File: src/rtl/rfu_pkg.sv
// Shared types for the register-file write arbiter.
// Grant sources, debug FSM states and RF address width.
package rfu_pkg;

  localparam int RF_ADDR_LEN = 5;

  typedef enum logic [1:0] {
    GNT_NONE,
    GNT_WB,
    GNT_LATE,
    GNT_DBG
  } gnt_e;

  typedef enum logic {
    DBG_IDLE,
    DBG_PEND
  } dbg_st_e;

endpackage

File: src/rtl/rfu_late_fifo.sv
// Late-result FIFO with per-entry destination compare.
// DEPTH must be a power of two so the pointers wrap naturally.
import rfu_pkg::*;

module rfu_late_fifo #(
  parameter int XLEN  = 64,
  parameter int DEPTH = 2
) (
  input  logic                   clk,
  input  logic                   rstn,
  input  logic                   push,
  input  logic [RF_ADDR_LEN-1:0] push_addr,
  input  logic [XLEN-1:0]        push_data,
  input  logic                   push_len,
  input  logic                   pop,
  input  logic [RF_ADDR_LEN-1:0] rs1_addr,
  input  logic [RF_ADDR_LEN-1:0] rs2_addr,
  output logic                   full,
  output logic                   empty,
  output logic [RF_ADDR_LEN-1:0] head_addr,
  output logic [XLEN-1:0]        head_data,
  output logic                   head_len,
  output logic                   rs1_hit,
  output logic                   rs2_hit
);

  localparam int PW = $clog2(DEPTH);

  logic [PW-1:0]          wptr;
  logic [PW-1:0]          rptr;
  logic [DEPTH-1:0]       vld;
  logic [DEPTH-1:0]       vld_nx;
  logic [RF_ADDR_LEN-1:0] addr_q [DEPTH];
  logic [XLEN-1:0]        data_q [DEPTH];
  logic [DEPTH-1:0]       len_q;
  logic                   do_push;
  logic                   do_pop;

  assign full    = &vld;
  assign empty   = ~|vld;
  assign do_push = push && !full;
  assign do_pop  = pop && !empty;

  always_comb begin
    vld_nx = vld;
    if (do_pop)  vld_nx[rptr] = 1'b0;
    if (do_push) vld_nx[wptr] = 1'b1;
  end

  always_ff @(posedge clk or negedge rstn) begin
    if (!rstn) begin
      vld  <= '0;
      wptr <= '0;
      rptr <= '0;
    end else begin
      vld <= vld_nx;
      if (do_push) wptr <= wptr + 1'b1;
      if (do_pop)  rptr <= rptr + 1'b1;
    end
  end

  // Payload needs no reset: vld qualifies every read.
  always_ff @(posedge clk) begin
    if (do_push) begin
      addr_q[wptr] <= push_addr;
      data_q[wptr] <= push_data;
      len_q[wptr]  <= push_len;
    end
  end

  assign head_addr = addr_q[rptr];
  assign head_data = data_q[rptr];
  assign head_len  = len_q[rptr];

  always_comb begin
    rs1_hit = 1'b0;
    rs2_hit = 1'b0;
    for (int i = 0; i < DEPTH; i++) begin
      if (vld[i] && addr_q[i] == rs1_addr && rs1_addr != '0)
        rs1_hit = 1'b1;
      if (vld[i] && addr_q[i] == rs2_addr && rs2_addr != '0)
        rs2_hit = 1'b1;
    end
  end

endmodule

File: src/rtl/rfu_wr_arb.sv
// Register-file write-port arbiter: WB > late FIFO > debug.
// Define RFU_ARB_STARVE_EN for the FIFO-head starvation stall.
import rfu_pkg::*;

module rfu_wr_arb #(
  parameter int XLEN         = 64,
  parameter int DEPTH        = 2,
  parameter int STARVE_LIMIT = 4
) (
  input  logic                   clk,
  input  logic                   rstn,
  input  logic                   wb_wr,
  input  logic [RF_ADDR_LEN-1:0] wb_addr,
  input  logic [XLEN-1:0]        wb_data,
  input  logic                   wb_len_64,
  input  logic                   late_valid,
  output logic                   late_ready,
  input  logic [RF_ADDR_LEN-1:0] late_addr,
  input  logic [XLEN-1:0]        late_data,
  input  logic                   late_len_64,
  input  logic                   halted,
  input  logic                   dbg_gpr_wr,
  input  logic [RF_ADDR_LEN-1:0] dbg_addr,
  input  logic [31:0]            dbg_wdata,
  output logic                   dbg_done,
  output logic                   dbg_abort,
  input  logic [RF_ADDR_LEN-1:0] rs1_addr,
  input  logic [RF_ADDR_LEN-1:0] rs2_addr,
  output logic                   rs1_hazard,
  output logic                   rs2_hazard,
  output logic                   stall_req,
  output logic                   rf_wen,
  output logic [RF_ADDR_LEN-1:0] rf_waddr,
  output logic [XLEN-1:0]        rf_wdata,
  output logic                   rf_len_64
);

  localparam logic [2:0] AGE_TH = 3'(STARVE_LIMIT - 1);

  logic                   f_full;
  logic                   f_empty;
  logic [RF_ADDR_LEN-1:0] f_addr;
  logic [XLEN-1:0]        f_data;
  logic                   f_len;
  logic                   deq;
  logic                   enq;

  gnt_e                   gnt;
  logic                   req_wb;
  logic                   req_late;
  logic                   req_dbg;

  dbg_st_e                st;
  dbg_st_e                st_nx;
  logic                   dbg_req;
  logic                   dbg_drop;
  logic                   dbg_cap;
  logic [RF_ADDR_LEN-1:0] dbg_addr_q;
  logic [31:0]            dbg_data_q;
  logic                   done_q;
  logic                   abort_q;

  assign late_ready = !f_full;
  assign enq        = late_valid && !f_full;
  assign deq        = (gnt == GNT_LATE);

  rfu_late_fifo #(
    .XLEN  (XLEN),
    .DEPTH (DEPTH)
  ) u_fifo (
    .clk       (clk),
    .rstn      (rstn),
    .push      (enq),
    .push_addr (late_addr),
    .push_data (late_data),
    .push_len  (late_len_64),
    .pop       (deq),
    .rs1_addr  (rs1_addr),
    .rs2_addr  (rs2_addr),
    .full      (f_full),
    .empty     (f_empty),
    .head_addr (f_addr),
    .head_data (f_data),
    .head_len  (f_len),
    .rs1_hit   (rs1_hazard),
    .rs2_hit   (rs2_hazard)
  );

  // One-hot requests keep the priority decode unique.
  assign req_wb   = wb_wr;
  assign req_late = !wb_wr && !f_empty;
  assign req_dbg  = !wb_wr && f_empty && dbg_req;

  always_comb begin
    gnt = GNT_NONE;
    unique case (1'b1)
      req_wb:   gnt = GNT_WB;
      req_late: gnt = GNT_LATE;
      req_dbg:  gnt = GNT_DBG;
      default:  gnt = GNT_NONE;
    endcase
  end

  always_comb begin
    rf_waddr  = '0;
    rf_wdata  = '0;
    rf_len_64 = 1'b0;
    unique case (gnt)
      GNT_WB: begin
        rf_waddr  = wb_addr;
        rf_wdata  = wb_data;
        rf_len_64 = wb_len_64;
      end
      GNT_LATE: begin
        rf_waddr  = f_addr;
        rf_wdata  = f_data;
        rf_len_64 = f_len;
      end
      GNT_DBG: begin
        rf_waddr  = dbg_addr_q;
        rf_wdata  = {{(XLEN-32){1'b0}}, dbg_data_q};
        rf_len_64 = 1'b1;
      end
      default: ;
    endcase
  end

  // x0 writes are consumed but never reach the file.
  assign rf_wen = (gnt != GNT_NONE) && (rf_waddr != '0);

  always_ff @(posedge clk or negedge rstn) begin
    if (!rstn) st <= DBG_IDLE;
    else       st <= st_nx;
  end

  always_comb begin
    st_nx = st;
    unique case (st)
      DBG_IDLE: if (dbg_gpr_wr && halted) st_nx = DBG_PEND;
      DBG_PEND: if (dbg_drop || gnt == GNT_DBG) st_nx = DBG_IDLE;
      default:  st_nx = DBG_IDLE;
    endcase
  end

  always_comb begin
    dbg_req  = (st == DBG_PEND) && halted;
    dbg_drop = (st == DBG_PEND) && !halted;
    dbg_cap  = (st == DBG_IDLE) && dbg_gpr_wr && halted;
  end

  always_ff @(posedge clk or negedge rstn) begin
    if (!rstn) begin
      dbg_addr_q <= '0;
      dbg_data_q <= '0;
      done_q     <= 1'b0;
      abort_q    <= 1'b0;
    end else begin
      if (dbg_cap) begin
        dbg_addr_q <= dbg_addr;
        dbg_data_q <= dbg_wdata;
      end
      done_q  <= (gnt == GNT_DBG);
      abort_q <= dbg_drop;
    end
  end

  assign dbg_done  = done_q;
  assign dbg_abort = abort_q;

`ifdef RFU_ARB_STARVE_EN
  logic [2:0] age;
  logic       stall_q;
  logic       lost;

  assign lost = !f_empty && wb_wr;

  always_ff @(posedge clk or negedge rstn) begin
    if (!rstn) begin
      age     <= '0;
      stall_q <= 1'b0;
    end else begin
      if (deq || f_empty)
        age <= '0;
      else if (lost && age != 3'd7)
        age <= age + 3'd1;
      if (deq)
        stall_q <= 1'b0;
      else if (lost && age >= AGE_TH)
        stall_q <= 1'b1;
    end
  end

  assign stall_req = stall_q;
`else
  logic unused_cfg;
  assign unused_cfg = ^AGE_TH;
  assign stall_req  = 1'b0;
`endif

endmodule
File: config.mk
export PLATFORM = sky130hd
export DESIGN_NAME = rfu_wr_arb
export DESIGN_NICKNAME = d
export VERILOG_FILES = /design/src/rtl/rfu_pkg.sv /design/src/rtl/rfu_late_fifo.sv /design/src/rtl/rfu_wr_arb.sv
export SDC_FILE = /design/constraint.sdc
export NUM_CORES = 1
export LEC_CHECK = 0
export BUFFER_PORTS_ARGS = -buffer_cell sky130_fd_sc_hd__buf_4
export CORE_ASPECT_RATIO = 0.9
export CORE_MARGIN = 4
export CORE_UTILIZATION = 35
export DETAILED_ROUTE_END_ITERATION = 10
export SLEW_MARGIN = 10
export SYNTH_ARGS = -nofsm -noshare
export SYNTH_HDL_FRONTEND = slang
export SYNTH_SLANG_ARGS = --single-unit
File: constraint.sdc
create_clock -name clk -period 3.7 [get_ports clk]
set_input_delay 1.11 -clock clk [delete_from_list [all_inputs] [get_ports clk]]
set_output_delay 1.11 -clock clk [all_outputs]
set_load 0.02 [all_outputs]
==> run metrics <==
synthesized flop and latch total=184; grt total ovfl=0; I/O pins=270; most frequent cells in the layout=283 x buf_4, 140 x edfxtp_1, 66 x mux2_2, 43 x dfrtp_1, 41 x mux2i_1; vias in the first global route=5896; die width=166 um; DR DRC count=0; CP max FO=8; drt via density=5.01; initial antenna violation count=0; Tot GR Track Use=0.162; register area share after synthesis=0.675; CTS tree=built; relative slew slack=0.504; Final nets=998; Tmin final=3.60 ns; Final HPWL DP=15300 um; Yosys cell types=35; Tightest Pin Transition=0.742 ns; total power draw=7500 uW; Fin Clk Skew=0.00931 ns; global-route wire length before repair=31900 um; Worst Path Arrival=2.49 ns; period utilisation layout=0.974; root buf cell=clkbuf_16; Initial Utilization=0.359; PD cells=683 nW/um^2; final hold violations=0; Area contributors post-synth=edfxtp_1 53%, dfrtp_1 14%, mux2_2 9.5%; hold_buf cts=0; Avg Cell Area, Syn=14.8 sq um; max-slew violations=0; PortBufs=268; clk sink count=184; Longest Clk Path Bufs=2; Mapped Area=7860 sq um; Reg clk slew, reported paths=0.07 ns; Wirelength per Cell=18.8 um; Crit Path Class=in -> out; row count=51; pin count of the biggest net entering global routing=55; Synth area leader=edfxtp_1; layout cell share with drive strength beyond 1=0.485; antenna-violating nets left=0; worst skew pair latency=0.43 ns; CP Capture Type=primary output; Worst Path Required=2.59 ns; Core Footprint=21900 sq um; H-tree depth=4; DRT Pass-1 Iters=10; final wirelength=20900 um; Ant. Diodes=0; Final GP Congestion=0.891; DRT iter0 DRCs=317; Tightest Hold Check Type=reg -> reg; ys flop type=edfxtp_1; leakage power=0.00453 uW; CP startpoint kind=primary input; fraction of post-synthesis cell area in the top cell type by area=0.535; die area=24900 sq um; P&R area growth vs syn=39.7%; Cells after Synth=532; VDD IR max=0.389 mV; FF+latch area=5310 sq um; die height=150 um; Synth warnings=0; final setup fails=0; commonest non-fill, non-tap cell in the layout=buf_4; max cap viols=0; total CTS buffers=17; status=complete, no violations; Fmax=0.278 GHz; multi-input logic area=2450 sq um; number of synthesized flops with an enable pin=140; Layout Utilization=0.502; Async S/R FF share, synth=0.239; DR vias=5556; unrepaired setup endpoints after global routing=false; fill cell count=1940; syn_nets=725
-- sequential cells by signal (all words and copies together) (netlist names) --
signal         flops
u_fifo.data_q    128
dbg_data_q        32
u_fifo.addr_q     10
dbg_addr_q         5
u_fifo.len_q       2
u_fifo.vld         2
dbg_abort          1
dbg_done           1
st                 1
u_fifo.rptr        1
u_fifo.wptr        1
-- cells by family after synthesis --
logic type | Yosys count | share of synthesized area
simple gates | 104 | 0.0592
buf+inv | 36 | 0.0202
compound gates | 78 | 0.0742
xor+xnor | 22 | 0.0245
other cells | 1 | 0.000477
flops | 184 | 0.675
mux | 107 | 0.147
-- per-stage QoR --
step                      TNS, ns  hold slack [ns]  setup slack (ns)  instances  cell area (sq um)
after global routing            0            0.537            0.0409       1109              11000
after global placement      -1.68            0.489           -0.0720       1075              10300
after detailed placement    -4.68            0.495            -0.211       1075              10300
final                           0            0.512            0.0969       1109              11000
after CTS                       0            0.512           0.00315       1108              11000
after floorplan                 0            0.478             0.144        532               7870
-- layer usage --
metal,vias to the layer above,track usage,wire [um]
met3,24,0.0509,1530
li1,2594,-,-
met2,221,0.284,10900
met1,2717,0.192,8230
met4,0,0.0511,249
met5,-,0,0
-- report_power, final --
group / internal, uW / switching, uW / total [uW]
registers: 2780 / 199 / 2980
logic: 1200 / 1460 / 2660
clock network: 1020 / 848 / 1860
-- Yosys cell counts (4+ instances only) --
master,count
a221o_1,4
mux2_2,66
buf_2,7
nor4_1,4
clkbuf_1,21
dfrtp_1,44
o21ai_0,36
nand2b_1,5
and2_1,5
xnor2_1,6
o221ai_1,4
buf_1,4
nor2_1,36
xor2_1,16
nand3_1,4
edfxtp_1,140
mux2i_1,41
a222oi_1,29
nand2_1,40
-- worst max-delay path, stage by stage --
cell      delay (ns)
buf_6           0.12
o21bai_4        0.17
nor2_1          0.08
a221o_1         0.30
or4b_4          0.53
buf_4           0.17
-- timing repair --
item,in CTS,in global routing
endpoints found under the setup margin,31,15
setup buffers,1,1
pin swaps,0,1
cloned,0,0
resized for setup,2,5
-- area by class of cell --
cell class | instances | share of cell area
Multi-Input combinational cell | 312 | 0.223
Clock buffer | 18 | 0.0410
Timing Repair Buffer | 289 | 0.203
Sequential cell | 184 | 0.483
Tap cell | 291 | 0.0332
Clock inverter | 14 | 0.0161
Inverter | 1 | 0.000342
-- path summary, 6_finish.rpt --
path	start	end	slack, ns	depth (start not counted)
min in group asynchronous	rstn	dbg_data_q[8]	0.69	1
worst max register to register	u_fifo.vld[1]	u_fifo.data_q[0][9]	1.77	5
worst min-delay path	dbg_addr_q[4]	dbg_addr_q[4]	0.51	1
max in group asynchronous	rstn	u_fifo.rptr	2.55	1
worst max-delay path	wb_wr	rf_wen	0.1	6
worst min register to register	dbg_addr_q[4]	dbg_addr_q[4]	0.51	1
(Power assumes the default switching activity.)
